### config.mk
export PLATFORM = sky130hd
export DESIGN_NAME = f_fetch_stage
export DESIGN_NICKNAME = d
export VERILOG_FILES = /design/src/rtl/f_fetch_stage.sv
export SDC_FILE = /design/constraint.sdc
export NUM_CORES = 1
export LEC_CHECK = 0
export CAP_MARGIN = 10
export CORE_UTILIZATION = 60
export CTS_CLUSTER_SIZE = 30
export DETAILED_ROUTE_END_ITERATION = 10
export DONT_BUFFER_PORTS = 1
export MAX_ROUTING_LAYER = met4
export PLACE_DENSITY_LB_ADDON = 0.12
export SLEW_MARGIN = 20
export SYNTH_ARGS = -nofsm -noshare
export SYNTH_HDL_FRONTEND = slang
export SYNTH_SLANG_ARGS = --single-unit
### constraint.sdc
create_clock -name clk -period 8.36 [get_ports clk]
set_input_delay 1.672 -clock clk [delete_from_list [all_inputs] [get_ports clk]]
set_output_delay 1.672 -clock clk [all_outputs]
set_load 0.005 [all_outputs]
### src/rtl/f_fetch_stage.sv
// Fetch stage of the 5-stage MIPS pipeline: PC register, instruction-memory request,
// stall buffer and the F/D pipeline register.
module f_fetch_stage #(
    parameter logic [31:0] PC_RESET = 32'h0000_3000,
    parameter logic [31:0] IM_BASE  = 32'h0000_3000,
    parameter int          IM_WORDS = 4096
) (
    input  logic        clk,
    input  logic        reset,
    input  logic [31:0] NPC,
    input  logic        stall,
    input  logic        flush,
    input  logic [31:0] flush_pc,
    output logic        i_inst_req,
    output logic [31:0] i_inst_addr,
    input  logic        i_inst_ready,
    input  logic [31:0] i_inst_rdata,
    output logic [31:0] F_PC,
    output logic        fetch_busy,
    output logic [31:0] D_PC,
    output logic [31:0] D_Instr,
    output logic [4:0]  D_ExcCode
);

    localparam logic [4:0]  EXC_NONE = 5'd0;
    localparam logic [4:0]  EXC_ADEL = 5'd4;
    localparam logic [32:0] IM_LO    = {1'b0, IM_BASE};
    localparam logic [32:0] IM_LIMIT = IM_LO + (33'(IM_WORDS) * 33'd4);

    typedef enum logic {
        S_REQ  = 1'b0,
        S_HOLD = 1'b1
    } state_t;

    state_t      r_state;
    logic [31:0] r_pc;
    logic [31:0] r_bufInstr;
    logic [4:0]  r_bufExc;
    logic [31:0] r_dPc;
    logic [31:0] r_dInstr;
    logic [4:0]  r_dExc;

    logic [32:0] w_pcExt;
    logic        w_pcBad;
    logic        w_done;
    logic [31:0] w_word;
    logic [4:0]  w_exc;

    // Address range test is done in 33 bits so the upper bound never wraps.
    assign w_pcExt = {1'b0, r_pc};
    assign w_pcBad = (r_pc[1:0] != 2'b00) | (w_pcExt < IM_LO) | (w_pcExt >= IM_LIMIT);
    assign w_done  = w_pcBad | i_inst_ready;
    assign w_word  = w_pcBad ? 32'd0 : i_inst_rdata;
    assign w_exc   = w_pcBad ? EXC_ADEL : EXC_NONE;

    assign i_inst_req  = (r_state == S_REQ) & ~w_pcBad;
    assign i_inst_addr = r_pc;
    assign fetch_busy  = (r_state == S_REQ) & ~w_pcBad & ~i_inst_ready;
    assign F_PC        = r_pc;
    assign D_PC        = r_dPc;
    assign D_Instr     = r_dInstr;
    assign D_ExcCode   = r_dExc;

    // D is never bubbled while busy so a branch in D keeps its delay slot in order.
    always_ff @(posedge clk or posedge reset) begin
        if (reset) begin
            r_state    <= S_REQ;
            r_pc       <= PC_RESET;
            r_bufInstr <= 32'd0;
            r_bufExc   <= EXC_NONE;
            r_dPc      <= 32'd0;
            r_dInstr   <= 32'd0;
            r_dExc     <= EXC_NONE;
        end else if (flush) begin
            r_state    <= S_REQ;
            r_pc       <= flush_pc;
            r_bufInstr <= 32'd0;
            r_bufExc   <= EXC_NONE;
            r_dPc      <= flush_pc;
            r_dInstr   <= 32'd0;
            r_dExc     <= EXC_NONE;
        end else begin
            case (r_state)
                S_REQ: begin
                    if (w_done && !stall) begin
                        r_dPc    <= r_pc;
                        r_dInstr <= w_word;
                        r_dExc   <= w_exc;
                        r_pc     <= NPC;
                    end else if (w_done) begin
                        r_bufInstr <= w_word;
                        r_bufExc   <= w_exc;
                        r_state    <= S_HOLD;
                    end
                end
                S_HOLD: begin
                    if (!stall) begin
                        r_dPc    <= r_pc;
                        r_dInstr <= r_bufInstr;
                        r_dExc   <= r_bufExc;
                        r_pc     <= NPC;
                        r_state  <= S_REQ;
                    end
                end
                default: r_state <= S_REQ;
            endcase
        end
    end

endmodule

# Word level (Yosys, flattened, before mapping)

Cells that the tools add are included.
Widths: inputs -> output; s select.

Flip-flop bits (word level): 139
Bits of input ports: 101
Output and inout bits: 135

Magnitude comparators: 2
Equal/unequal tests: 4
Multiplexer cells: 31
Bitwise gates (word level): 8
Reductions and logical operators: 6

Operators by type and width:

| kind                 | number |
|---|---|
| $mux 32              | 14 |
| $pmux 32 s2          | 3 |
| $mux 5               | 7 |
| $ge 32x15->1 const B | 1 |
| $lt 32x14->1 const B | 1 |
| $pmux 5 s2           | 1 |
| $mux 1               | 4 |
| $ne 2x2->1 const B   | 2 |
| $reduce_bool 2->1    | 2 |
| $mux 3               | 1 |
| $ne 3x2->1 const B   | 1 |
| $ne 3x3->1 const B   | 1 |
| $not 1->1            | 3 |
| $or 1x1->1           | 3 |
| $reduce_and 3->1     | 1 |
| $and 1x1->1          | 2 |
| $pmux 1 s2           | 1 |
| $reduce_and 2->1     | 1 |
| $logic_and 1x1->1    | 1 |
| $logic_not 1->1      | 1 |

# Logic depth before layout (Yosys ltp)

Gate-level depths: netlist (run 1).

Word-level depth: 8
Mapped depth: 7
Gate-level depth less buffers: 5

# Worst setup path after synthesis (run 1)

No wires, ideal clock.

Kind: input port to output port
From: input port i_inst_ready
To: output port fetch_busy
Data arrival time: 2.273 ns
Required time: 6.688 ns
Setup slack: 4.415 ns
Stages on the path: 2
Buffers on the path: 0
Path through: or2_2 -> nor4_1

Longest elaborated chain between the ends: 2

Ends and longest elaborated chain:

| item            | line | RTL |
|---|---|---|
| start, declared | 16   | `input logic i_inst_ready,` |
| $not 1->1       | 58   | `assign fetch_busy = (r_state == S_REQ) & ~w_pcBad & ~i_inst_ready;` |
| $and 1x1->1     | 58   |  |
| end, declared   | 19   | `output logic fetch_busy,` |

Every way passes these cells.

# Worst setup path after layout (run 1)

From: register r_pc[26], in the netlist F_PC[26]
To: output port fetch_busy

Longest elaborated chain between the ends: 6

Ends and longest elaborated chain:

| item                       | line | RTL |
|---|---|---|
| start, declared            | 36   | `logic [31:0] r_pc;` |
| start signal, assigned     | 76   | `r_pc <= flush_pc;` |
| $lt 32x14->1               | 51   | `assign w_pcBad = (r_pc[1:0] != 2'b00) \| (w_pcExt < IM_LO) \| (w_pcExt >= IM_LIMIT);` |
| $or 1x1->1                 | 51   |  |
| $or 1x1->1 *               | 51   |  |
| $not 1->1 *                | 58   |  |
| $and 1x1->1 * (2 in a row) | 58   |  |

Mark *: on every way between the ends. The rest lies on a longest branch, timed or not.

==> results of run 1 <==
[metal layers]
metal	global-route usage [%]	share of wire [%]	vias to the layer above
li1	-	-	2037
met3	8.68	9.5	25
met2	46.6	50	217
met1	36.3	38	2247
met4	11.9	2.2	0
met5	-	0	-
[power by group through the flow]
stage                     clock, mW  sequential [mW]  combinational, mW
after detailed placement          0            0.731              0.105
final                         0.758            0.720              0.105
after global routing          0.799            0.725              0.119
after floorplan                   0            0.709              0.119
after global placement            0            0.730              0.101
after CTS                     0.771            0.720              0.105
[synth_stat cells (2+ instances only)]
| master | instances | share of area, % |
|---|---|---|
| nand2_1 | 80 | 4.9 |
| nor3_1 | 3 | 0.25 |
| clkbuf_1 | 39 | 2.4 |
| nor2b_1 | 20 | 2.0 |
| a21oi_1 | 47 | 3.8 |
| buf_4 | 36 | 4.4 |
| inv_1 | 2 | 0.12 |
| mux2_1 | 10 | 1.8 |
| o21ai_0 | 20 | 1.6 |
| buf_1 | 4 | 0.25 |
| mux2_2 | 2 | 0.37 |
| dfrtp_1 | 129 | 53 |
| o41a_1 | 2 | 0.37 |
| dfstp_2 | 2 | 0.86 |
| a211oi_1 | 20 | 2.5 |
| nand3_1 | 16 | 1.3 |
| a221oi_1 | 24 | 3.4 |
| buf_2 | 5 | 0.41 |
| nor2_1 | 62 | 3.8 |
| nor4_1 | 4 | 0.41 |
| a22o_1 | 28 | 4.0 |
| o311a_1 | 26 | 4.3 |
| nand2b_1 | 13 | 1.3 |
[registers in the layout (all words and copies together), names as in the netlist]
signal / count
r_bufInstr: 32
F_PC: 32
D_PC: 32
r_bufExc: 1
r_state: 1
D_ExcCode: 1
D_Instr: 32
[stage by stage]
stage | instances | area (µm²) | hold WS (ns)
6_report | 699 | 6530 | 0.508
5_1_grt | 699 | 6530 | 0.528
4_1_cts | 699 | 6520 | 0.509
3_5_place_dp | 667 | 5910 | 0.492
3_3_place_gp | 667 | 5900 | 0.488
2_1_floorplan | 613 | 6130 | 0.473
[final cells by class]
class | instances | area share (%)
clock buffers | 22 | 6.94
clock inverters | 10 | 2.38
inverters | 3 | 0.211
multi-input cells | 395 | 37.0
flip-flops and latches | 131 | 50.2
well taps | 133 | 2.55
repair buffers | 5 | 0.632
[cells by family after synthesis]
| group | count (synthesis) | share of synthesized area (%) |
|---|---|---|
| flops | 131 | 53.6 |
| compound gates | 171 | 21.0 |
| other cells | 1 | 0.0613 |
| mux | 12 | 2.21 |
| simple gates | 207 | 15.3 |
| buf+inv | 87 | 7.65 |
| xor+xnor | 1 | 0.143 |
[worst min-delay path by stage]
| stage | to | cells after the start | slack (ns) | start |
|---|---|---|---|---|
| final | r_bufInstr[5]$_DFFE_PP0P_ | 1 | 0.51 | r_bufInstr[5]$_DFFE_PP0P_ |
| after global routing | D_Instr[1]$_DFFE_PP0P_ | 1 | 0.53 | D_Instr[1]$_DFFE_PP0P_ |
| after CTS | r_bufInstr[11]$_DFFE_PP0P_ | 1 | 0.51 | r_bufInstr[11]$_DFFE_PP0P_ |
| after detailed placement | r_bufInstr[11]$_DFFE_PP0P_ | 1 | 0.49 | r_bufInstr[11]$_DFFE_PP0P_ |
| after global placement | r_bufInstr[0]$_DFFE_PP0P_ | 1 | 0.49 | r_bufInstr[0]$_DFFE_PP0P_ |
| after floorplan | r_bufInstr[0]$_DFFE_PP0P_ | 1 | 0.47 | r_bufInstr[0]$_DFFE_PP0P_ |
[cell usage in the layout, fill, tap and decap left out, types with 2 or more instances in the layout]
cell type / instances
bufinv_16: 4
clkbuf_1: 3
nor3_2: 2
dfrtp_1: 129
buf_4: 4
mux2_2: 2
o311a_1: 26
a211oi_1: 20
nor2b_1: 20
nand2_1: 80
a21oi_1: 47
dfstp_2: 2
o41ai_2: 2
clkinv_2: 4
a22o_1: 28
nand3_1: 16
clkbuf_8: 3
nor2_1: 62
mux2_1: 10
o21ai_0: 20
clkinvlp_4: 2
nand2b_1: 13
nor3_1: 2
clkbuf_16: 16
conb_1: 4
nor4_1: 4
a221oi_1: 24
==> results.sh, run 1 <==
export IMPL_outcome="finished clean"
export IMPL_antenna_found_initial=0
export IMPL_num_vias=4526
export IMPL_drc_errors=0
export IMPL_synth_edff_count=0
export IMPL_overflow=0
export IMPL_setup_ws_ns=4.17
export IMPL_cts_setup_buffers=0
export IMPL_gp_congestion=0.798
export IMPL_max_stage_delay_ns=0.69
export IMPL_ant_nets=0
export IMPL_setup_viol=0
export IMPL_timing_rr_start="F_PC[26]$_DFFE_PP0P_"
export IMPL_peakVddDrop_uv=128
export IMPL_port_buffers=0
export IMPL_cts_buffers=17
export IMPL_cp_arrival_ns=2.52
export IMPL_slew_headroom_pct=25.0
export IMPL_cts_buffer_depth=2
export IMPL_crit_required_ns=6.69
export IMPL_synth_seq_cells=131
export IMPL_rsz0062_at_grt="no"
export IMPL_seq_area_mm2=0.00328
export IMPL_syn_inst=610
export IMPL_start_kind="flip-flop"
export IMPL_cpMostUsedCell="nor4_1"
export IMPL_core_area_mm2=0.00982
export IMPL_syn2layout_area_growth_pct=6.69
export IMPL_worst_path_stages=3
export IMPL_synth_avg_cell_area_um2=10.0
export IMPL_drv_cap=0
export IMPL_synth_distinct_cells=39
export IMPL_grt_pass1_wl_mm=22.9
export IMPL_path_cells="nor4_1 -> nand4_2 -> nor4_1"
export IMPL_min_path_type="reg2reg"
export IMPL_drt_iter0_drc=309
export IMPL_utilization_pct=66.5
export IMPL_clock_skew_ns=0.00575
export IMPL_critPathSlowestCell="nor4_1"
export IMPL_path_delay_family="simple AND/OR/NAND/NOR gates"
export IMPL_setup_tns_ns=0
export IMPL_maxSlewViolCount=0
export IMPL_die_height_um=103
export IMPL_diodes=0
export IMPL_power_leakage_nw=2.74
export IMPL_reg2reg_slack_ns=5.22
export IMPL_clk_latency_ns=0.51
export IMPL_cp_max_fo=10
export IMPL_multi_input_area_mm2=0.00242
export IMPL_power_total_mw=1.58
export IMPL_vias_per_cell=6.47
export IMPL_rows=36
export IMPL_net_switching_power_uw=375
export IMPL_tightestPinTransition_ns=1.12
export IMPL_finalHoldViolCount=0
export IMPL_intPower_mw=1.21
export IMPL_endpoint_kind="output pin"
export IMPL_htreeDepth=4
export IMPL_cts_resized_gates=0
export IMPL_dp_hpwl_mm=9.89
export IMPL_holdBufCountCts=0
export IMPL_power_frac_clock_pct=47.9
export IMPL_grt_max_degree=154
export IMPL_start_util_pct=62.3
export IMPL_power_density_mw_per_mm2=242
export IMPL_ys_async_sr_fraction_pct=100
export IMPL_path_clk_slew_ns=0.06
export IMPL_endpoint="fetch_busy"
export IMPL_routed_wl_mm=15.3
export IMPL_critPathKind="reg2out"
export IMPL_ys_warn_count=0
export IMPL_nNetsFinal=654
export IMPL_synth_seq_area_share_pct=53.6
export IMPL_period_share_pct=50.1
export IMPL_clock_sinks=131
export IMPL_synthesis_area_mm2=0.00612
export IMPL_ys_flop_type="dfrtp_1"
export IMPL_io_pins=236
export IMPL_root_buffer="clkbuf_8"
export IMPL_layout_drive_gt1_share_pct=9.19
export IMPL_fill_cells=799
export IMPL_cts_tree="yes"
export IMPL_reg2reg_depth=5
export IMPL_grt_pass1_vias=4241
export IMPL_path_buf_inv=0
export IMPL_p_sw_share_pct=23.7
export IMPL_pwr_share_comb_pct=6.6
export IMPL_place_ws_ns=4.13
export IMPL_crit_start="F_PC[26]$_DFFE_PP0P_"
export IMPL_track_usage_pct=29.7
export IMPL_r2r_end="r_bufInstr[6]$_DFFE_PP0P_"
export IMPL_wl_per_cell_um=21.9
export IMPL_max_freq_mhz=239
export IMPL_firstDrtPassIters=5
export IMPL_p_seq_share_pct=45.5
export IMPL_die_w_um=103
export IMPL_finalCriticalPeriod_ns=4.19
export IMPL_dieArea_mm2=0.0106
(Power assumes the default switching activity.)
==> run 2, diff against run 1 <==
- clock period: 8.36 -> 4.4 ns (I/O delays scaled with it)
==> run 2 against run 1 <==
Highest routed layer unchanged. Critical path depth is the same. Die area unchanged. Via count down 0.66%. Final area is 1.0% lower. Core utilization down 0.66 points. Final cell count is 0.43% lower. Sequential power rose by 90%. Non-clock buffer count increased by 2. Routed wire length rose by 0.38%.
==> results.sh, run 2 (synthesis results as in run 1) <==
export IMPL_outcome="finished clean"
export IMPL_worst_path_stages=3
export IMPL_cts_buffers=17
export IMPL_setup_tns_ns=0
export IMPL_cts_resized_gates=0
export IMPL_die_w_um=103
export IMPL_finalHoldViolCount=0
export IMPL_gp_congestion=0.841
export IMPL_power_density_mw_per_mm2=438
export IMPL_core_area_mm2=0.00982
export IMPL_critPathKind="reg2out"
export IMPL_period_share_pct=78.7
export IMPL_htreeDepth=4
export IMPL_critPathSlowestCell="nor4_1"
export IMPL_peakVddDrop_uv=324
export IMPL_root_buffer="clkbuf_8"
export IMPL_max_stage_delay_ns=0.72
export IMPL_num_vias=4496
export IMPL_path_buf_inv=0
export IMPL_path_clk_slew_ns=0.06
export IMPL_layout_common_cells="129 x dfrtp_1, 80 x nand2_1, 62 x nor2_1"
export IMPL_slew_headroom_pct=25.7
export IMPL_wl_per_cell_um=22.1
export IMPL_routed_wl_mm=15.4
export IMPL_vias_per_cell=6.46
export IMPL_drv_cap=0
export IMPL_path_delay_family="simple AND/OR/NAND/NOR gates"
export IMPL_tightestPinTransition_ns=1.11
export IMPL_layout_drive_gt1_share_pct=9.06
export IMPL_cts_tree="yes"
export IMPL_syn2layout_area_growth_pct=5.62
export IMPL_nNetsFinal=656
export IMPL_multi_input_area_mm2=0.00241
export IMPL_track_usage_pct=29.6
export IMPL_finalCriticalPeriod_ns=3.46
export IMPL_rsz0062_at_grt="no"
export IMPL_rows=36
export IMPL_grt_pass1_wl_mm=22.7
export IMPL_clock_skew_ns=0.00896
export IMPL_clock_sinks=131
export IMPL_die_height_um=103
export IMPL_grt_pass1_vias=4279
export IMPL_ant_nets=0
export IMPL_max_freq_mhz=289
export IMPL_drt_iter0_drc=269
export IMPL_min_path_type="in2async"
export IMPL_start_util_pct=62.3
export IMPL_port_buffers=0
export IMPL_maxSlewViolCount=0
export IMPL_fill_cells=782
export IMPL_diodes=0
export IMPL_start_kind="flip-flop"
export IMPL_antenna_found_initial=0
export IMPL_firstDrtPassIters=4
export IMPL_cp_max_fo=10
export IMPL_dp_hpwl_mm=10.1
export IMPL_cp_arrival_ns=2.58
export IMPL_grt_max_degree=154
export IMPL_io_pins=236
export IMPL_utilization_pct=65.8
export IMPL_seq_area_mm2=0.00328
export IMPL_clk_latency_ns=0.51
export IMPL_reg2reg_depth=6
export IMPL_cts_setup_buffers=0
export IMPL_dieArea_mm2=0.0106
export IMPL_drc_errors=0
export IMPL_setup_viol=0
export IMPL_path_cells="nor4_1 -> nand4_2 -> nor4_1"
export IMPL_cpMostUsedCell="nor4_1"
export IMPL_cts_buffer_depth=2
export IMPL_overflow=0
export IMPL_power_leakage_nw=2.72
export IMPL_final_common_cell="dfrtp_1"
export IMPL_holdBufCountCts=0
export IMPL_endpoint_kind="output pin"
export IMPL_crit_required_ns=3.52
==> run 2: cell types whose count changed in the layout (fill, tap and decap cells not counted), moves of 2 or more <==
| cell | before | now |
|---|---|---|
| bufinv_16 | 4 | 1 |
| clkbuf_1 | 3 | 0 |
| clkbuf_8 | 3 | 5 |
| buf_4 | 4 | 6 |
==> run 2: power by group <==
part / leakage, nW / switching (mW) / total, mW / internal (mW)
clock network: 0.263 / 0.472 / 1.26 / 0.788
registers: 1.64 / 0.0914 / 1.37 / 1.27
logic: 0.808 / 0.127 / 0.202 / 0.0755
total: 2.72 / 0.690 / 2.83 / 2.14
==> run 2: metal layers <==
metal / global-route usage [%] / share of wire, %
met3: 9.69 / 8.7
met1: 33.9 / 38
met2: 48.7 / 51
met5: - / 0
met4: 10.5 / 1.9
==> run 2: path summary, 6_finish.rpt <==
kind                                                   end                        from  slack (ns)
worst min-delay path               D_Instr[13]$_DFFE_PP0P_                       reset        0.47
min in group clk                r_bufInstr[31]$_DFFE_PP0P_            i_inst_rdata[31]        0.50
max in group asynchronous                r_state$_DFF_PP0_                       reset        3.11
worst max-delay path                            i_inst_req        F_PC[26]$_DFFE_PP0P_        0.94
worst max register to register      D_Instr[9]$_DFFE_PP0P_        F_PC[13]$_DFFE_PP1P_        1.20
worst min register to register  r_bufInstr[31]$_DFFE_PP0P_  r_bufInstr[31]$_DFFE_PP0P_        0.50
==> run 2: stage by stage <==
step           hold slack (ns)  total power [mW]  setup slack (ns)  std cells  area [µm²]
2_1_floorplan            0.473              1.57            0.0256        613        6130
3_3_place_gp             0.488              1.58              1.38        669        5930
3_5_place_dp             0.493              1.59              1.20        669        5940
4_1_cts                  0.417              2.85             0.909        696        6460
5_1_grt                  0.422              2.94             0.794        696        6460
6_report                 0.467              2.83             0.935        696        6460
==> run 2: layout make-up <==
| type | count | area share (%) |
|---|---|---|
| clock buffers | 21 | 7.26 |
| clock inverters | 6 | 0.890 |
| inverters | 3 | 0.213 |
| multi-input cells | 395 | 37.3 |
| flip-flops and latches | 131 | 50.8 |
| well taps | 133 | 2.57 |
| repair buffers | 7 | 1.01 |
